### src/rtl/bbox_sample_iter.sv
// bbox_sample_iter: walks a snapped screen-space bounding box in row-major
// order and emits one candidate sample location per clock, at a stride set
// by the one-hot multisample rate. The upstream pipeline is held off with
// halt_RnnnnH while a box is being walked. There is a single register stage
// between the R13 inputs and the R14 outputs.
// Optional feature: define SAMPLE_ITER_PERF_EN to add a 32-bit free-running
// count of emitted samples on sampleCount_R14U.
module bbox_sample_iter #(
    parameter int SIGFIG = 24,
    parameter int RADIX  = 10,
    parameter int VERTS  = 3,
    parameter int AXIS   = 3,
    parameter int COLORS = 3
) (
    input  logic                     clk,
    input  logic                     rst,
    input  logic signed [SIGFIG-1:0] tri_R13S [VERTS][AXIS],
    input  logic        [SIGFIG-1:0] color_R13U [COLORS],
    input  logic signed [SIGFIG-1:0] box_R13S [2][2],
    input  logic                     validTri_R13H,
    input  logic        [3:0]        subSample_RnnnnU,
    output logic                     halt_RnnnnH,
    output logic signed [SIGFIG-1:0] tri_R14S [VERTS][AXIS],
    output logic        [SIGFIG-1:0] color_R14U [COLORS],
    output logic signed [SIGFIG-1:0] sample_R14S [2],
    output logic                     validSamp_R14H
`ifdef SAMPLE_ITER_PERF_EN
    ,
    output logic        [31:0]       sampleCount_R14U
`endif
);

    typedef enum logic {WAIT, TEST} state_t;

    state_t                  state;
    state_t                  state_nxt;
    logic                    valid_nxt;
    logic                    accept;
    logic                    advance;
    logic                    last_x;
    logic                    last_y;
    logic                    in_single;
    logic signed [SIGFIG-1:0] step;
    logic signed [SIGFIG-1:0] ll_x;
    logic signed [SIGFIG-1:0] ll_y;
    logic signed [SIGFIG-1:0] ur_x;
    logic signed [SIGFIG-1:0] ur_y;

    // Sample stride for a one-hot rate; unknown codes fall back to 1 sample/pixel.
    function automatic logic signed [SIGFIG-1:0] step_of(input logic [3:0] rate);
        case (rate)
            4'b0100: step_of = SIGFIG'(1) << (RADIX - 1);
            4'b0010: step_of = SIGFIG'(1) << (RADIX - 2);
            4'b0001: step_of = SIGFIG'(1) << (RADIX - 3);
            default: step_of = SIGFIG'(1) << RADIX;
        endcase
    endfunction

    assign step = step_of(subSample_RnnnnU);

    // Next-state, halt and accept decode; an inverted box on either axis
    // collapses to its LL corner so it never enters the walk.
    always_comb begin
        state_nxt   = state;
        valid_nxt   = 1'b0;
        accept      = 1'b0;
        advance     = 1'b0;
        halt_RnnnnH = 1'b0;
        last_x      = (sample_R14S[0] >= ur_x);
        last_y      = (sample_R14S[1] >= ur_y);
        in_single   = (box_R13S[1][0] <  box_R13S[0][0]) ||
                      (box_R13S[1][1] <  box_R13S[0][1]) ||
                      ((box_R13S[1][0] <= box_R13S[0][0]) &&
                       (box_R13S[1][1] <= box_R13S[0][1]));
        if ((state == TEST) && !(last_x && last_y)) begin
            halt_RnnnnH = 1'b1;
            advance     = 1'b1;
            valid_nxt   = 1'b1;
        end else if (validTri_R13H) begin
            accept    = 1'b1;
            valid_nxt = 1'b1;
            state_nxt = in_single ? WAIT : TEST;
        end else begin
            state_nxt = WAIT;
        end
    end

    // State and sample-valid register.
    always_ff @(posedge clk) begin
        if (rst) begin
            state          <= WAIT;
            validSamp_R14H <= 1'b0;
        end else begin
            state          <= state_nxt;
            validSamp_R14H <= valid_nxt;
        end
    end

    // Triangle/box latch on accept, row-major sample stepping while walking.
    always_ff @(posedge clk) begin
        if (rst) begin
            for (int v = 0; v < VERTS; v++)
                for (int a = 0; a < AXIS; a++)
                    tri_R14S[v][a] <= '0;
            for (int c = 0; c < COLORS; c++)
                color_R14U[c] <= '0;
            sample_R14S[0] <= '0;
            sample_R14S[1] <= '0;
            ll_x           <= '0;
            ll_y           <= '0;
            ur_x           <= '0;
            ur_y           <= '0;
        end else if (accept) begin
            tri_R14S       <= tri_R13S;
            color_R14U     <= color_R13U;
            ll_x           <= box_R13S[0][0];
            ll_y           <= box_R13S[0][1];
            ur_x           <= box_R13S[1][0];
            ur_y           <= box_R13S[1][1];
            sample_R14S[0] <= box_R13S[0][0];
            sample_R14S[1] <= box_R13S[0][1];
        end else if (advance) begin
            if (!last_x) begin
                sample_R14S[0] <= sample_R14S[0] + step;
            end else begin
                sample_R14S[0] <= ll_x;
                sample_R14S[1] <= sample_R14S[1] + step;
            end
        end
    end

`ifdef SAMPLE_ITER_PERF_EN
    // Count of cycles that carried a valid sample, wrapping at 2^32.
    always_ff @(posedge clk) begin
        if (rst)
            sampleCount_R14U <= '0;
        else if (validSamp_R14H)
            sampleCount_R14U <= sampleCount_R14U + 32'd1;
    end
`endif

endmodule

### config.mk
export PLATFORM = sky130hd
export DESIGN_NAME = bbox_sample_iter
export DESIGN_NICKNAME = d
export VERILOG_FILES = /design/src/rtl/bbox_sample_iter.sv
export SDC_FILE = /design/constraint.sdc
export NUM_CORES = 1
export LEC_CHECK = 0
export CORE_AREA = 4 4 281 283
export DETAILED_ROUTE_END_ITERATION = 10
export DIE_AREA = 0 0 285 287
export PLACE_DENSITY_LB_ADDON = 0.05
export SLEW_MARGIN = 20
export SYNTH_ARGS = -nofsm -noshare
export SYNTH_HDL_FRONTEND = slang
export SYNTH_SLANG_ARGS = --single-unit
### constraint.sdc
create_clock -name clk -period 7.47 [get_ports clk]
set_input_delay 1.494 -clock clk [delete_from_list [all_inputs] [get_ports clk]]
set_output_delay 1.494 -clock clk [all_outputs]
set_load 0.1 [all_outputs]
Yosys cells after proc, flatten, opt, wreduce, memory -nomap -nowiden

Index checks and enable logic that the tools add are counted.

Logic and storage cells: 50
Register bits: 410
Output and inout bits: 338

Mux-type cells: 11
Add/sub/neg operators: 2
Equality and inequality tests: 3
Reduce and logical (&&, ||, !) cells: 9
Order comparisons: 6

Operator list:

| kind                                                                  | number |
|---|---|
| 48-bit 2-to-1 mux                                                     | 2 |
| 24-bit adder                                                          | 2 |
| 24-bit >= comparator                                                  | 2 |
| 24-bit <= comparator                                                  | 2 |
| 24-bit < comparator                                                   | 2 |
| 24-bit 2-to-1 mux                                                     | 2 |
| 11-bit one-hot mux with 3 select lines                                | 1 |
| 1-bit 2-to-1 mux                                                      | 6 |
| 4-bit by 1-bit equality test with 1-bit output, second input constant | 1 |
| 4-bit by 2-bit equality test with 1-bit output, second input constant | 1 |
| 4-bit by 3-bit equality test with 1-bit output, second input constant | 1 |
| 2-bit nonzero test                                                    | 2 |
| 1-bit logical AND                                                     | 3 |
| 1-bit logical OR                                                      | 2 |
| 2-bit AND reduction                                                   | 1 |
| 1-bit logical NOT                                                     | 1 |

Depth between registers and ports, before layout

Gate-level depths: netlist of run 1.

Word-level depth: 7
Gate-level depth with buffers: 13
Mapped depth without buffers: 11

Worst setup path before layout of run 1

No wires, ideal clock.

Path kind: reg-to-output
From: register sample_R14S[5] in the netlist's numbering
To: output halt_RnnnnH
Data required time: 5.976 ns
Arrival time: 3.265 ns
Slack: 2.711 ns
Cell stages (with the launch flop): 10
Buffers on the path: 1
Path through: dfxtp_1 ha_1 a211oi_2 nor2_1 o311ai_1 nand3_1 o31ai_4 nor2_2 inv_1 buf_2

Longest elaborated chain between the ends: 5

Ends and longest elaborated chain:

| item                 | RTL line | RTL |
|---|---|---|
| start, declared      | 25       | `output logic signed [SIGFIG-1:0] sample_R14S [2],` |
| 24-bit >= comparator | 70       | `last_y = (sample_R14S[1] >= ur_y);` |
| 1-bit logical AND    | 75       | `if ((state == TEST) && !(last_x && last_y)) begin` |
| 1-bit logical NOT    | 75       |  |
| 1-bit logical AND    | 75       |  |
| 1-bit 2-to-1 mux     | 75       |  |
| end, declared        | 22       | `output logic halt_RnnnnH,` |

No other way between the ends.

Final worst setup path of run 1

From: register ur_y[5]
To: output halt_RnnnnH

Longest elaborated chain between the ends: 5

Ends and longest elaborated chain:

| item                   | RTL line | RTL |
|---|---|---|
| start, declared        | 47       | `logic signed [SIGFIG-1:0] ur_y;` |
| start signal, assigned | 119      | `ur_y <= box_R13S[1][1];` |
| 24-bit >= comparator   | 70       |  |
| 1-bit logical AND      | 75       |  |
| 1-bit logical NOT      | 75       |  |
| 1-bit logical AND      | 75       |  |
| 1-bit 2-to-1 mux       | 75       |  |

No other way between the ends.

==> impl_metrics.ini, run 1 <==
[grt]
use_met3_pct = 5.67
grt_pass1_vias = 17900
grt-ovfl-total = 0
grt_busiest_layer = met2
antenna_found_initial = 14
grt_first_pass_wirelength_um = 121000
use_met2_pct = 34.6
use_met1_pct = 22.3
grt_usage_pct = 19.3
grt_max_degree = 210

[floorplan]
die_y_um = 287
start_util_pct = 23.3
rows = 102
ios = 729
coreArea_um2 = 76700
die_w_um = 285
die-area_um2 = 81800

[worst_setup_path]
cp.depth = 11
crit_chain = inv_1, ha_1, a211oi_2, nor2_1, o311ai_1, nand3_1, o31ai_4, nor2_2, inv_1, buf_4, clkdlybuf4s50_1
crit_path_max_incr_delay_ns = 1.21
critPathRequiredTime_ns = 5.98
worstPathArrival_ns = 4.83
path_class = flip-flop to primary output
start_kind = flip-flop
reg2reg_depth = 9
critPathBufInv = 4
cp_common_cell = inv_1
crit_family = buffers and inverters
cp_max_fo = 20
worstSetupEndpointType = primary output
slowest_stage = clkdlybuf4s50_1

[detailed_routing]
routed_wl_um = 83300
routed-via-count = 18000
drt_iter0_markers = 864
postRouteAntennaNets = 0
wl_per_cell_um = 20.8
avgViaCountPerCell = 4.49
firstDrtPassIters = 5
drc = 0

[power_and_ir_drop]
ir_drop_v = 0.000280
seq_power_share_pct = 25.1
leakage_uw = 0.0106
switching_share_pct = 51.7
intPower_uw = 5760
comb_power_share_pct = 53.7
power.share.clock_pct = 21.2
powerDensity_nw_per_um2 = 431
switching_power_uw = 6180

[sta]
setup-violations-final = 0
max_slew_margin_pct = 15.2
period_needed_ns = 6.33
grt_setup_unrepaired = no
finalCritPeriodShare_pct = 84.7
finalHoldViolCount = 0
tightestPinTransition_ns = 1.27
max_freq_mhz = 158
tns_ns = 0
final_max_slew_viol_count = 0
fin_skew_ns = 0.0236

[cells_and_area]
final_cells = 4003
areaGrowthSynthToFinish_pct = 54.5
final_nets = 3412
drive_gt1_share_pct = 4.47

[yosys]
synth_top_cell_by_area = dfxtp_1
synthFlopType = dfxtp_1
ys_warn_count = 0
synth.distinct_cells = 67
seq_area_frac_synth_pct = 45.9
syn_area_per_cell_um2 = 7.91
syn_inst = 2263
synth.top_cell.area_share_pct = 45.9
synth_seq_cells = 410
synth_area_um2 = 17900
synth_edf_count = 0
async_flop_share_pct = 0
netlist_top_cells_area = dfxtp_1 (46%), nand2_1 (16%), a21oi_1 (12%)
synth_nets = 2758

[worst_hold_path]
min_path_type = flip-flop to flip-flop
holdPathStages = 2

[cts]
clockBufferDepth = 3
clkSinkCount = 410
clkTransAtPathRegs_ns = 0.05
clock_latency_ns = 0.60
holdBufCountCts = 0
cts_tree = built
cts_root_buffer = clkbuf_16
cts-resized-gates = 0
cts_setup_buffers = 0
cts_max_level = 2
cts_made_buffers = 52

[placement]
numPortBuffers = 728
dp_hpwl_um = 61700
gp_congestion = 0.836
place_inst = 3903

[flow_run]
maxCapViolations = 0

[run_status]
outcome = finished, final reports clean
[power by group through the flow]
stage / Sequential (uW) / Clock, uW / Combinational (uW)
3_3_place_gp: 3010 / 0 / 6470
3_5_place_dp: 3030 / 0 / 6470
6_report: 2990 / 2530 / 6410
4_1_cts: 3000 / 2630 / 6480
2_1_floorplan: 5790 / 0 / 1950
5_1_grt: 3060 / 2700 / 6790
[layout by cell type, fill, tap and decap left out, drive strengths merged, types with 8 or more instances in the layout]
| master | instances |
|---|---|
| a21o | 8 |
| xor2 | 8 |
| mux2 | 9 |
| o21ai | 26 |
| nor2b | 12 |
| clkbuf | 84 |
| nand3 | 9 |
| dfxtp | 410 |
| nand2 | 784 |
| inv | 110 |
| nor2 | 34 |
| mux2i | 14 |
| ha | 104 |
| a21oi | 415 |
| o211ai | 16 |
| a221o | 9 |
| clkdlybuf4s50 | 723 |
| nor3b | 8 |
| nor3 | 10 |
| xnor2 | 11 |
| a211oi | 21 |
| buf | 18 |
| o22ai | 8 |
| nand4 | 21 |
[cell type report]
cell class | count | area [um^2]
fillers | 7986 | 49000
multi-input cells | 1603 | 8570
flip-flops and latches | 410 | 8210
repair buffers | 741 | 7440
clock buffers | 84 | 1620
well taps | 1040 | 1300
inverters | 109 | 409
clock inverters | 9 | 87.6
diodes | 7 | 17.5
[stage by stage]
step | total power (uW) | worst slack (ns) | hold slack, ns | area, um^2 | utilization, %
2_1_floorplan | 7740 | 2.71 | 0.430 | 17900 | -
3_3_place_gp | 9470 | 1.74 | 0.441 | 25900 | 33.8
3_5_place_dp | 9500 | 1.73 | 0.445 | 25900 | 33.8
4_1_cts | 12100 | 1.07 | 0.453 | 27600 | 36.0
5_1_grt | 12600 | 0.808 | 0.468 | 27700 | 36.1
6_report | 11900 | 1.14 | 0.451 | 27700 | 36.1
[cells in the mapped netlist (12+ instances only)]
cell / count
o211ai_1: 16
o21ai_0: 25
buf_4: 34
clkbuf_1: 58
nand4_1: 21
nor2_1: 31
nor2b_1: 12
a211oi_1: 20
mux2i_1: 14
a21oi_1: 413
buf_2: 46
ha_1: 104
nand2_1: 784
inv_1: 109
dfxtp_1: 410
[sequential cells by signal, indices dropped and copies added (netlist names)]
register and count:
ur_y 24, color_R14U 72, sample_R14S 48, state 1, ll_x 24, ur_x 24, tri_R14S 216, validSamp_R14H 1
[worst reg2reg max path, stage by stage, from the launching register on]
cell	delay [ns]
dfxtp_1	0.43
ha_1	0.29
a21o_1	0.19
a2111oi_0	0.48
o22ai_1	0.44
or3_1	0.57
nand3_4	0.16
buf_12	0.60
nor2_1	0.48
a221o_1	0.44
[layer usage]
metal	vias up	share of wire [%]	wire length (um)
li1	8856	-	-
met1	8478	39	32900
met2	523	51	42200
met3	120	7.0	5870
met4	10	2.8	2320
met5	-	0.086	72
[cell families (layout without fill, tap and decap cells)]
family / after synthesis / after routing / synth area share (%)
buf+inv: 250 / 943 / 6.36
flops: 410 / 410 / 45.9
mux: 23 / 23 / 1.35
compound gates: 546 / 546 / 17.6
other cells: 0 / 7 / 0
xor+xnor: 19 / 19 / 0.930
simple gates: 909 / 909 / 20.5
fa+ha+maj: 106 / 106 / 7.38
[path summary, 6_finish.rpt]
path,slack (ns),from,endpoint
worst min-delay path,0.45,color_R14U[11],color_R14U[11]
worst min register to register,0.45,color_R14U[11],color_R14U[11]
worst max register to register,3.27,sample_R14S[45],sample_R14S[29]
worst max-delay path,1.14,ur_y[5],halt_RnnnnH
No activity file was read; power rests on OpenSTA's default activity.
==> run 2, diff against run 1 <==
--- a/config.mk
+++ b/config.mk
@@ -5,9 +5,9 @@
 export SDC_FILE = /design/constraint.sdc
 export NUM_CORES = 1
 export LEC_CHECK = 0
-export CORE_AREA = 4 4 281 283
+export CORE_AREA = 4 4 285 287
 export DETAILED_ROUTE_END_ITERATION = 10
-export DIE_AREA = 0 0 285 287
+export DIE_AREA = 0 0 289 291
 export PLACE_DENSITY_LB_ADDON = 0.05
 export SLEW_MARGIN = 20
 export SYNTH_ARGS = -nofsm -noshare
==> constraint.sdc (replaced) <==
create_clock -name clk -period 5.25 [get_ports clk]
set_input_delay 1.05 -clock clk [delete_from_list [all_inputs] [get_ports clk]]
set_output_delay 1.05 -clock clk [all_outputs]
set_load 0.1 [all_outputs]
==> impl_metrics.ini, run 2 (synthesis results as in run 1) <==
[power_and_ir_drop]
finalPower_uw = 16900
switching_power_uw = 8810
leakage_uw = 0.0106
ir_drop_v = 0.000320
power.share.clock_pct = 20.3
powerDensity_nw_per_um2 = 612
comb_power_share_pct = 54.5
intPower_uw = 8070
switching_share_pct = 52.2
seq_power_share_pct = 25.2

[sta]
finalHoldViolCount = 0
whs_ns = 0.451
grt_setup_unrepaired = no
finalCritPeriodShare_pct = 94.0
fin_ws_ns = 0.313
tightestPinTransition_ns = 1.16
max_freq_mhz = 203
setup-violations-final = 0
period_needed_ns = 4.94
final_max_slew_viol_count = 0
tns_ns = 0
max_slew_margin_pct = 22.2
fin_skew_ns = 0.0194

[cells_and_area]
final_common_cell = nand2_1
top_regs = tri_R14S x216, color_R14U x72, sample_R14S x48
fillers = 8262
areaGrowthSynthToFinish_pct = 54.2
final_nets = 3415
max_flop_register = tri_R14S
final_cell_mix = nand2_1 (784), clkdlybuf4s50_1 (717), a21oi_1 (413)
finish.instance_area_um2 = 27600
drive_gt1_share_pct = 4.37
multi_input_area_um2 = 8570
seq_area_um2 = 8210
largest_register_ff_count = 216

[worst_hold_path]
holdPathEnd = tri_R14S[82]
hp-start = tri_R14S[82]
min_path_type = flip-flop to flip-flop
holdPathStages = 2

[worst_setup_path]
path_class = flip-flop to primary output
r2r-start = sample_R14S[45]
reg2reg_depth = 9
worstPathArrival_ns = 3.89
worstSetupEndpointType = primary output
r2r_slack_ns = 1.24
cp_max_fo = 18
critPathRequiredTime_ns = 4.20
start_kind = flip-flop
timing.rr.end = sample_R14S[23]

[detailed_routing]
routed-via-count = 17900
wl_per_cell_um = 21.2
drc = 0
drt_iter0_markers = 909
routed_wl_um = 85100
firstDrtPassIters = 5
avgViaCountPerCell = 4.45
postRouteAntennaNets = 0

[floorplan]
ios = 729
coreArea_um2 = 78600
die-area_um2 = 84100
start_util_pct = 22.8
rows = 103
die_w_um = 289
die_y_um = 291

[placement]
place_ws_ns = 0.716
gp_congestion = 0.825
dpl-instance-area_um2 = 26000
dp_hpwl_um = 63400
numPortBuffers = 728

[cts]
clkTransAtPathRegs_ns = 0.06
clkSinkCount = 410
cts_root_buffer = clkbuf_16
clock_latency_ns = 0.59
holdBufCountCts = 0
cts_max_level = 2
cts_made_buffers = 52
cts_tree = built
clockBufferDepth = 3
cts_setup_buffers = 0
cts-resized-gates = 0

[grt]
grt-ovfl-total = 0
grt_usage_pct = 19.2
grt_max_degree = 191
antenna_found_initial = 24
grt_pass1_vias = 17600
grt_first_pass_wirelength_um = 122000

[run_status]
outcome = finished, final reports clean

[flow_run]
maxCapViolations = 0
==> run 2: cell count changes in the layout (fill, tap and decap cells not counted), moves of 2 or more <==
| cell | previous run | this run |
|---|---|---|
| clkdlybuf4s50_1 | 723 | 717 |
| buf_4 | 12 | 15 |
| diode_2 | 7 | 15 |
| buf_2 | 0 | 4 |
| clkbuf_1 | 13 | 21 |
| clkbuf_8 | 18 | 10 |
| buf_12 | 5 | 7 |
| clkinv_2 | 6 | 3 |
==> run 2: worst max path at each step <==
stage	from	slack [ns]	cells after the start	end
after global routing	sample_R14S[39]	0.02	9	halt_RnnnnH
after floorplan	sample_R14S[5]	0.94	9	halt_RnnnnH
after detailed placement	subSample_RnnnnU[0]	0.72	13	sample_R14S[17]
final	sample_R14S[39]	0.31	9	halt_RnnnnH
after global placement	subSample_RnnnnU[0]	0.91	12	sample_R14S[22]
after CTS	sample_R14S[39]	0.26	9	halt_RnnnnH
==> run 2: metal layers <==
layer | global-route usage [%] | part of all wire, %
met2 | 33.6 | 50
met5 | 0 | 0.094
met3 | 6.16 | 7.7
met4 | 6.13 | 2.3
met1 | 22.2 | 40
==> run 2: power by group through the flow <==
stage	clock, uW	sequential [uW]	combinational [uW]
after floorplan	0	8240	2770
after global placement	0	4290	9270
after detailed placement	0	4320	9270
after CTS	3560	4270	9290
after global routing	3690	4360	9720
final	3420	4260	9190
==> run 2: layout make-up <==
class	count	share of cell area (%)
Tap cell	1050	4.76
Timing Repair Buffer	744	27.0
Clock inverter	4	0.113
Inverter	109	1.48
Antenna cell	15	0.136
Clock buffer	85	5.68
Multi-Input combinational cell	1603	31.0
Sequential cell	410	29.7
==> run 2: worst max-delay path, stage by stage, from the launching register on <==
cell and delay [ns]:
dfxtp_1 0.36, ha_1 0.32, nand2_1 0.10, nor4_1 0.42, o311ai_1 0.23, a31oi_4 0.34
nor3_2 0.14, nor2_2 0.86, inv_1 0.25, buf_12 0.25
==> run 2: stage by stage <==
step	util [%]	instances
detailed placement	33.0	3916
global route	35.1	4016
finish	35.1	4020
CTS	35.1	4005
floorplan	-	2263
global placement	33.1	3916
